[src/rtl/sar_pkg.sv]
// Shared definitions for the SAR ADC controller: FSM state encoding and a
// width helper for the sample-phase counter.
package sar_pkg;

    typedef enum logic [1:0] {
        IDLE      = 2'd0,
        SAMPLE_ST = 2'd1,
        CONVERT   = 2'd2,
        DONE_ST   = 2'd3
    } state_t;

    function automatic int unsigned clog2(input int unsigned n);
        int unsigned w;
        w = 0;
        while ((32'd1 << w) < n) begin
            w++;
        end
        return w;
    endfunction

endpackage

[src/rtl/sar_shift_reg.sv]
// Successive-approximation register: partial result plus a one-hot trial bit
// that walks from MSB to LSB, one comparator decision per step.
module sar_shift_reg
    import sar_pkg::*;
#(
    parameter int unsigned NBITS = 8
) (
    input  logic             C,
    input  logic             R,
    input  logic             load,
    input  logic             step,
    input  logic             CMP,
    output logic [NBITS-1:0] res,
    output logic [NBITS-1:0] trial,
    output logic             last
);

    always_ff @(posedge C or posedge R) begin
        if (R) begin
            res   <= '0;
            trial <= '0;
        end else if (load) begin
            res   <= '0;
            trial <= {1'b1, {(NBITS-1){1'b0}}};
        end else if (step) begin
            // Masking rather than branching lets an unknown CMP taint only this bit
            res   <= res | (trial & {NBITS{CMP}});
            trial <= trial >> 1;
        end
    end

    assign last = trial[0];

endmodule

[src/rtl/sar_adc_ctrl.sv]
// SAR ADC controller: sample phase, NBITS comparator-driven bit decisions,
// then a one-cycle DONE strobe with the result latched on DOUT.
module sar_adc_ctrl
    import sar_pkg::*;
#(
    parameter int unsigned NBITS         = 8,
    parameter int unsigned SAMPLE_CYCLES = 2
) (
    input  logic             C,
    input  logic             R,
    input  logic             START,
    input  logic             CMP,
    output logic             SAMPLE,
    output logic [NBITS-1:0] DAC,
    output logic             BUSY,
    output logic             DONE,
    output logic [NBITS-1:0] DOUT
);

    localparam int unsigned CW = (clog2(SAMPLE_CYCLES) < 1) ? 1 : clog2(SAMPLE_CYCLES);
    localparam logic [CW-1:0] CNT_LOAD = CW'(SAMPLE_CYCLES - 1);

    state_t           state;
    logic [CW-1:0]    cnt;
    logic             dac_en;
    logic             load;
    logic             step;
    logic [NBITS-1:0] res;
    logic [NBITS-1:0] trial;
    logic             last;

    assign load = (state == SAMPLE_ST) && (cnt == '0);
    assign step = (state == CONVERT);

    sar_shift_reg #(
        .NBITS(NBITS)
    ) u_shift (
        .C    (C),
        .R    (R),
        .load (load),
        .step (step),
        .CMP  (CMP),
        .res  (res),
        .trial(trial),
        .last (last)
    );

    always_ff @(posedge C or posedge R) begin
        if (R) begin
            state  <= IDLE;
            cnt    <= '0;
            SAMPLE <= 1'b0;
            BUSY   <= 1'b0;
            DONE   <= 1'b0;
            DOUT   <= '0;
            dac_en <= 1'b0;
        end else begin
            DONE <= 1'b0;
            case (state)
                IDLE, DONE_ST: begin
                    if (START) begin
                        state  <= SAMPLE_ST;
                        cnt    <= CNT_LOAD;
                        SAMPLE <= 1'b1;
                        BUSY   <= 1'b1;
                    end else begin
                        state <= IDLE;
                    end
                end
                SAMPLE_ST: begin
                    if (cnt != '0) begin
                        cnt <= cnt - 1'b1;
                    end else begin
                        state  <= CONVERT;
                        SAMPLE <= 1'b0;
                        dac_en <= 1'b1;
                    end
                end
                CONVERT: begin
                    if (last) begin
                        state  <= DONE_ST;
                        DOUT   <= res | (trial & {NBITS{CMP}});
                        DONE   <= 1'b1;
                        BUSY   <= 1'b0;
                        dac_en <= 1'b0;
                    end
                end
                default: begin
                    state  <= IDLE;
                    SAMPLE <= 1'b0;
                    BUSY   <= 1'b0;
                    dac_en <= 1'b0;
                end
            endcase
        end
    end

    // Trial code is only presented while converting; zero otherwise
    assign DAC = dac_en ? (res | trial) : '0;

endmodule

[config.mk]
export PLATFORM = sky130hd
export DESIGN_NAME = sar_adc_ctrl
export DESIGN_NICKNAME = d
export VERILOG_FILES = /design/src/rtl/sar_pkg.sv /design/src/rtl/sar_shift_reg.sv /design/src/rtl/sar_adc_ctrl.sv
export SDC_FILE = /design/constraint.sdc
export NUM_CORES = 1
export LEC_CHECK = 0
export BUFFER_PORTS_ARGS = -buffer_cell sky130_fd_sc_hd__buf_2
export CAP_MARGIN = 5
export CORE_UTILIZATION = 55
export CTS_CLUSTER_SIZE = 40
export DETAILED_ROUTE_END_ITERATION = 10
export HOLD_SLACK_MARGIN = 0.1
export PLACE_DENSITY = 0.78
export SETUP_SLACK_MARGIN = 0.15
export SLEW_MARGIN = 15
export SYNTH_ARGS = -nofsm -noshare
export SYNTH_HDL_FRONTEND = slang
export SYNTH_HIERARCHICAL = 1
export SYNTH_SLANG_ARGS = --single-unit
export TNS_END_PERCENT = 10
[constraint.sdc]
create_clock -name C -period 1.9 [get_ports C]
set_input_delay 0.19 -clock C [delete_from_list [all_inputs] [get_ports C]]
set_output_delay 0.19 -clock C [all_outputs]
set_load 0.05 [all_outputs]
==> impl_metrics.csv, run 1 <==
group,metric,value,unit
die,pin_count,23,
timing,relSlewSlack,61.8,%
drt,drt-total-wl,2690,um
drt,wl_per_cell,13.6,um
die,core-area,2480,sq um
clock_network,hold_buffers,1,
worst_setup_path,crit_path_max_incr_delay,0.33,ns
clock_network,clk_path_buf_depth,2,
final_layout,fin_nets,176,
place,routabilityCongestion,0.850,
clock_network,cts-buffers-inserted,5,
grt,busiest_layer,"met2",
synth,synth-seq-area-share,53.9,%
grt,grt_pass1_wl,4460,um
final_layout,antenna_cells,0,
final_layout,num-fill-cells,215,
synth,synth-compound-area-share,12.9,%
worst_setup_path,cp_num_cells,3,
synth,synth.most_common_cell,"nor2_1",
timing,hold_viol,0,
drt,ant_nets,0,
run,drv_cap,0,
clock_network,post_cts_buffers,0,
worst_setup_path,reg2regPathDepth,5,
worst_setup_path,path_cells,"clkinv_1 -> nor2_1 -> buf_2",
worst_setup_path,worst_setup_path_start_kind,"flop",
synth,synthCells,144,
clock_network,cts_tree,"built",
die,dieHeight,53.2,um
clock_network,cts.clk_slew.worst_paths,0.09,ns
grt,use_met1,31.2,%
synth,synth_top_area_share,53.9,%
grt,grt.overflow.total,0,
worst_setup_path,reg2reg_to,"SAMPLE",
worst_setup_path,crit_fanout,9,
drt,vias,1083,
timing,tns,0,ns
grt,grt_usage,23.4,%
synth,avgSynthCellArea,10.0,sq um
synth,synth-seq-cells,31,
clock_network,clock-root-buffer,"clkbuf_4",
die,die_area,2830,sq um
timing,period_share,85.1,%
place,port-buffer-count,22,
synth,synth_area,1440,sq um
synth,muxShareOfSynthArea,9.04,%
synth,synth.distinct_cells,25,
timing,skew,0.00810,ns
grt,grt_max_degree,18,
grt,grt_pass1_vias,982,
drt,drt_iter0_markers,24,
final_layout,syn2layout_area_growth,10.9,%
synth,synth_xor_area_share,0,%
drt,drc_errors,0,
die,fp-row-count,18,
min_path,hp-class,"in -> reg",
final_layout,layout-drive-gt1-share,19.6,%
synth,synthArstFlopShare,100,%
min_path,min_from,"START",
synth,syn-num-nets,152,
worst_setup_path,crit_type,"reg -> out",
grt,use_met3,7.18,%
synth,synth.largest_area_cell,"dfrtp_1",
timing,setup_violations,0,
synth,synth_edf_count,0,
clock_network,cts_max_level,2,
timing,period_needed,1.62,ns
synth,ys_warn_count,6,
grt,antenna_found_initial,0,
die,start_util,58.1,%
worst_setup_path,slowest_stage,"dfrtp_1",
worst_setup_path,reg2reg_slack,0.36,ns
drt,drt_first_pass_iters,4,
outcome,status,"finished clean",
worst_setup_path,critPathTopFamily,"buffers and inverters",
drt,routed_via_density,5.47,
timing,clock.fmax,619,MHz
worst_setup_path,arrival,1.43,ns
worst_setup_path,end_kind,"output pin",
die,die_w,53.2,um
synth,synth_fa_ha_area_share,3.48,%
place,place_hpwl,1900,um
worst_setup_path,crit_buf_inv,2,
synth,synthTopCellsByArea,"dfrtp_1 54%, nor2_1 10%, mux2i_1 9.0%, a21oi_1 5.9%, a31oi_1 3.5%",
grt,use_met2,32.5,%
worst_setup_path,required,1.71,ns
worst_setup_path,worstSetupStartpoint,"dac_en",
worst_setup_path,cp-endpoint,"DAC[1]",
synth,yosys.area_share.simple,13.1,%
timing,drv_slew,0,
clock_network,clk-insertion-delay-late,0.32,ns
synth,synthTopCellsByCount,"40 x nor2_1, 31 x dfrtp_1, 17 x a21oi_1",
clock_network,clock_sinks,31,
synth,synth_top_family_by_area,"simple AND/OR/NAND/NOR gates",
synth,synth_ff_type,"dfrtp_1",
timing,tightest_slew,0.572,ns
worst_setup_path,r2r_start,"state[0]",
clock_network,cts.repair.resized,0,
timing,rsz0062_at_grt,"false",
==> cell families after synthesis <==
| group | Yosys count |
|---|---|
| buf+inv | 17 |
| flops | 31 |
| simple gates | 47 |
| mux | 13 |
| fa+ha+maj | 4 |
| compound gates | 32 |
==> routing by layer <==
metal	vias to the layer above	part of all wire (%)	routed length, um
met1	507	47	1270
met2	40	44	1190
met3	9	6.0	162
li1	527	-	-
met4	0	2.7	73
met5	-	0	0
==> layout make-up <==
cell class	instances	area, sq um	area share (%)
tap	30	37.5	2.35
clock buffer	6	51.3	3.21
clock inverter	1	5.00	0.313
sequential	31	776	48.6
multi-input combinational	96	556	34.8
timing repair buffer	26	143	8.93
inverter	8	30.0	1.88
==> worst min path at each step <==
| stage | endpoint | cells after the start | slack [ns] |
|---|---|---|---|
| final | state[0] | 3 | 0.25 |
| after global routing | BUSY | 3 | 0.26 |
| after CTS | BUSY | 3 | 0.24 |
| after detailed placement | state[1] | 2 | 0.28 |
| after global placement | BUSY | 2 | 0.27 |
| after floorplan | BUSY | 1 | 0.09 |
==> registers in the layout (all words and copies together) (netlist names) <==
name	flops
DOUT	8
u_shift/res	8
u_shift/trial	8
state	2
BUSY	1
DONE	1
SAMPLE	1
cnt	1
dac_en	1
==> cell usage in the layout (no fill, tap or decap) <==
master,count
a31oi_1,8
nand4_1,1
buf_2,22
clkbuf_8,1
ha_1,4
nand2b_1,2
clkinv_1,1
o211ai_1,1
nor2_1,40
mux2i_1,13
dfrtp_1,31
o211a_1,1
clkinv_2,1
a21oi_2,1
nor2b_1,1
dlygate4sd3_1,1
a21oi_1,17
clkbuf_4,5
a21o_1,2
inv_1,7
buf_4,3
and2_1,1
o21ai_0,2
nand2_1,2
==> worst reg2reg max path, delay by kind of cell, from the launching register on <==
| kind | cells | cell delay, ns |
|---|---|---|
| adders and majority gates | 1 | 0.42 |
| DFF | 1 | 0.38 |
| AOI/OAI and AO/OA | 1 | 0.07 |
| buffers and inverters | 1 | 0.09 |
| muxes | 2 | 0.48 |
==> per-stage QoR <==
stage,util (%),hold slack [ns],setup slack [ns],instance area [sq um],instances
3_5_place_dp,61.8,0.277,0.375,1530,190
5_1_grt,64.5,0.257,0.203,1600,198
4_1_cts,64.5,0.244,0.304,1600,198
6_report,64.5,0.253,0.284,1600,198
3_3_place_gp,61.8,0.272,0.482,1530,190
2_1_floorplan,-,0.0915,0.532,1440,144
Power of run 1 is left out: the tool's default activity adds up to more than one toggle a clock period on the data nets, which glitch-free logic cannot reach.
==> run 2, diff against run 1 <==
==> constraint.sdc (replaced) <==
create_clock -name C -period 1.95 [get_ports C]
set_input_delay 0.195 -clock C [delete_from_list [all_inputs] [get_ports C]]
set_output_delay 0.195 -clock C [all_outputs]
set_load 0.05 [all_outputs]
==> run 2 against run 1 <==
Against the previous run:
- critical path type unchanged
- global-route usage shrank 0.51 points
- non-clock buffer count is the same
- register-to-register slack gained 0.06 ns
- first-iteration DRC count grew 63%
- sequential share of layout area is the same
- critical path depth is the same
- die area is the same
==> impl_metrics.csv, run 2 (synthesis results as in run 1) <==
group,metric,value,unit
outcome,status,"finished clean",
min_path,whs_path_depth,3,
worst_setup_path,reg2regPathDepth,5,
die,fp-row-count,18,
drt,ant_nets,0,
worst_setup_path,crit_fanout,9,
clock_network,post_cts_buffers,0,
clock_network,clock_sinks,31,
timing,hold_viol,0,
die,start_util,58.1,%
clock_network,cts_tree,"built",
worst_setup_path,required,1.75,ns
grt,grt_pass1_vias,943,
clock_network,cts.clk_slew.worst_paths,0.09,ns
grt,grt_pass1_wl,4380,um
clock_network,cts_max_level,2,
grt,grt.overflow.total,0,
grt,antenna_found_initial,0,
clock_network,clk-insertion-delay-late,0.32,ns
clock_network,cts-buffers-inserted,5,
place,routabilityCongestion,0.850,
worst_setup_path,arrival,1.41,ns
die,die_w,53.2,um
die,dieHeight,53.2,um
worst_setup_path,end_kind,"output pin",
timing,rsz0062_at_grt,"false",
timing,tightest_slew,0.569,ns
drt,drt_first_pass_iters,5,
timing,setup_violations,0,
final_layout,reg.largest.list,"DOUT x8, u_shift/res x8, u_shift/trial x8",
drt,wl_per_cell,13.4,um
drt,vias,1068,
place,place_hpwl,1880,um
grt,grt_max_degree,18,
die,core-area,2480,sq um
final_layout,layout_commonest_cell,"nor2_1",
clock_network,cts.repair.resized,0,
clock_network,hold_buffers,1,
die,die_area,2830,sq um
worst_setup_path,worst_setup_path_start_kind,"flop",
min_path,hp-class,"in -> reg",
grt,grt_usage,22.9,%
run,drv_cap,0,
final_layout,num-fill-cells,217,
final_layout,fin_nets,176,
timing,clock.fmax,623,MHz
drt,drt-total-wl,2650,um
drt,routed_via_density,5.39,
clock_network,clk_path_buf_depth,2,
timing,period_needed,1.61,ns
worst_setup_path,crit_type,"reg -> out",
timing,relSlewSlack,62.0,%
final_layout,antenna_cells,0,
timing,drv_slew,0,
die,pin_count,23,
timing,period_share,82.4,%
clock_network,clock-root-buffer,"clkbuf_4",
final_layout,mostFrequentLayoutCells,"40 x nor2_1, 31 x dfrtp_1, 22 x buf_2",
drt,drt_iter0_markers,39,
timing,tns,0,ns
place,port-buffer-count,22,
final_layout,syn2layout_area_growth,10.9,%
drt,drc_errors,0,
timing,skew,0.0117,ns
final_layout,layout-drive-gt1-share,19.6,%
==> run 2: cell counts in the layout (fill, tap and decap cells not counted) <==
No cell type changed its count.
==> run 2: layout make-up <==
type | instances | area (sq um) | area share [%]
clock buffer | 6 | 51.3 | 3.21
timing repair buffer | 26 | 143 | 8.93
tap | 30 | 37.5 | 2.35
inverter | 8 | 30.0 | 1.88
multi-input combinational | 96 | 556 | 34.8
clock inverter | 1 | 5.00 | 0.313
sequential | 31 | 776 | 48.6
==> run 2: worst paths after layout <==
check                          from             end  slack (ns)
min                           START            BUSY        0.25
max in group asynchronous         R  u_shift/res[1]        1.09
min in group asynchronous         R         DOUT[6]        0.47
max reg2reg                state[0]          SAMPLE        0.42
max                          dac_en          DAC[1]        0.34
min reg2reg                  SAMPLE          SAMPLE        0.53
==> run 2: per-stage QoR <==
stage,utilization (%),cell area [sq um],hold WS (ns),worst slack (ns),cells
final,64.5,1600,0.250,0.344,198
after global routing,64.5,1600,0.253,0.243,198
after CTS,64.5,1600,0.239,0.356,198
after detailed placement,61.8,1530,0.282,0.451,190
after global placement,61.8,1530,0.277,0.532,190
after floorplan,-,1440,0.0965,0.582,144
==> run 2: critical path: stages, from the launching register on <==
cell and delay (ns):
dfrtp_1 0.34, clkinv_1 0.25, nor2_1 0.23, buf_2 0.29
==> run 2: per-layer routing <==
metal | GRT usage [%] | up-vias | part of all wire, %
met4 | 14.5 | 0 | 1.4
met5 | 0 | - | 0
met1 | 30.6 | 503 | 49
li1 | - | 530 | -
met2 | 31.9 | 31 | 45
met3 | 6.90 | 4 | 4.8
Power of run 2 is left out for the same reason.
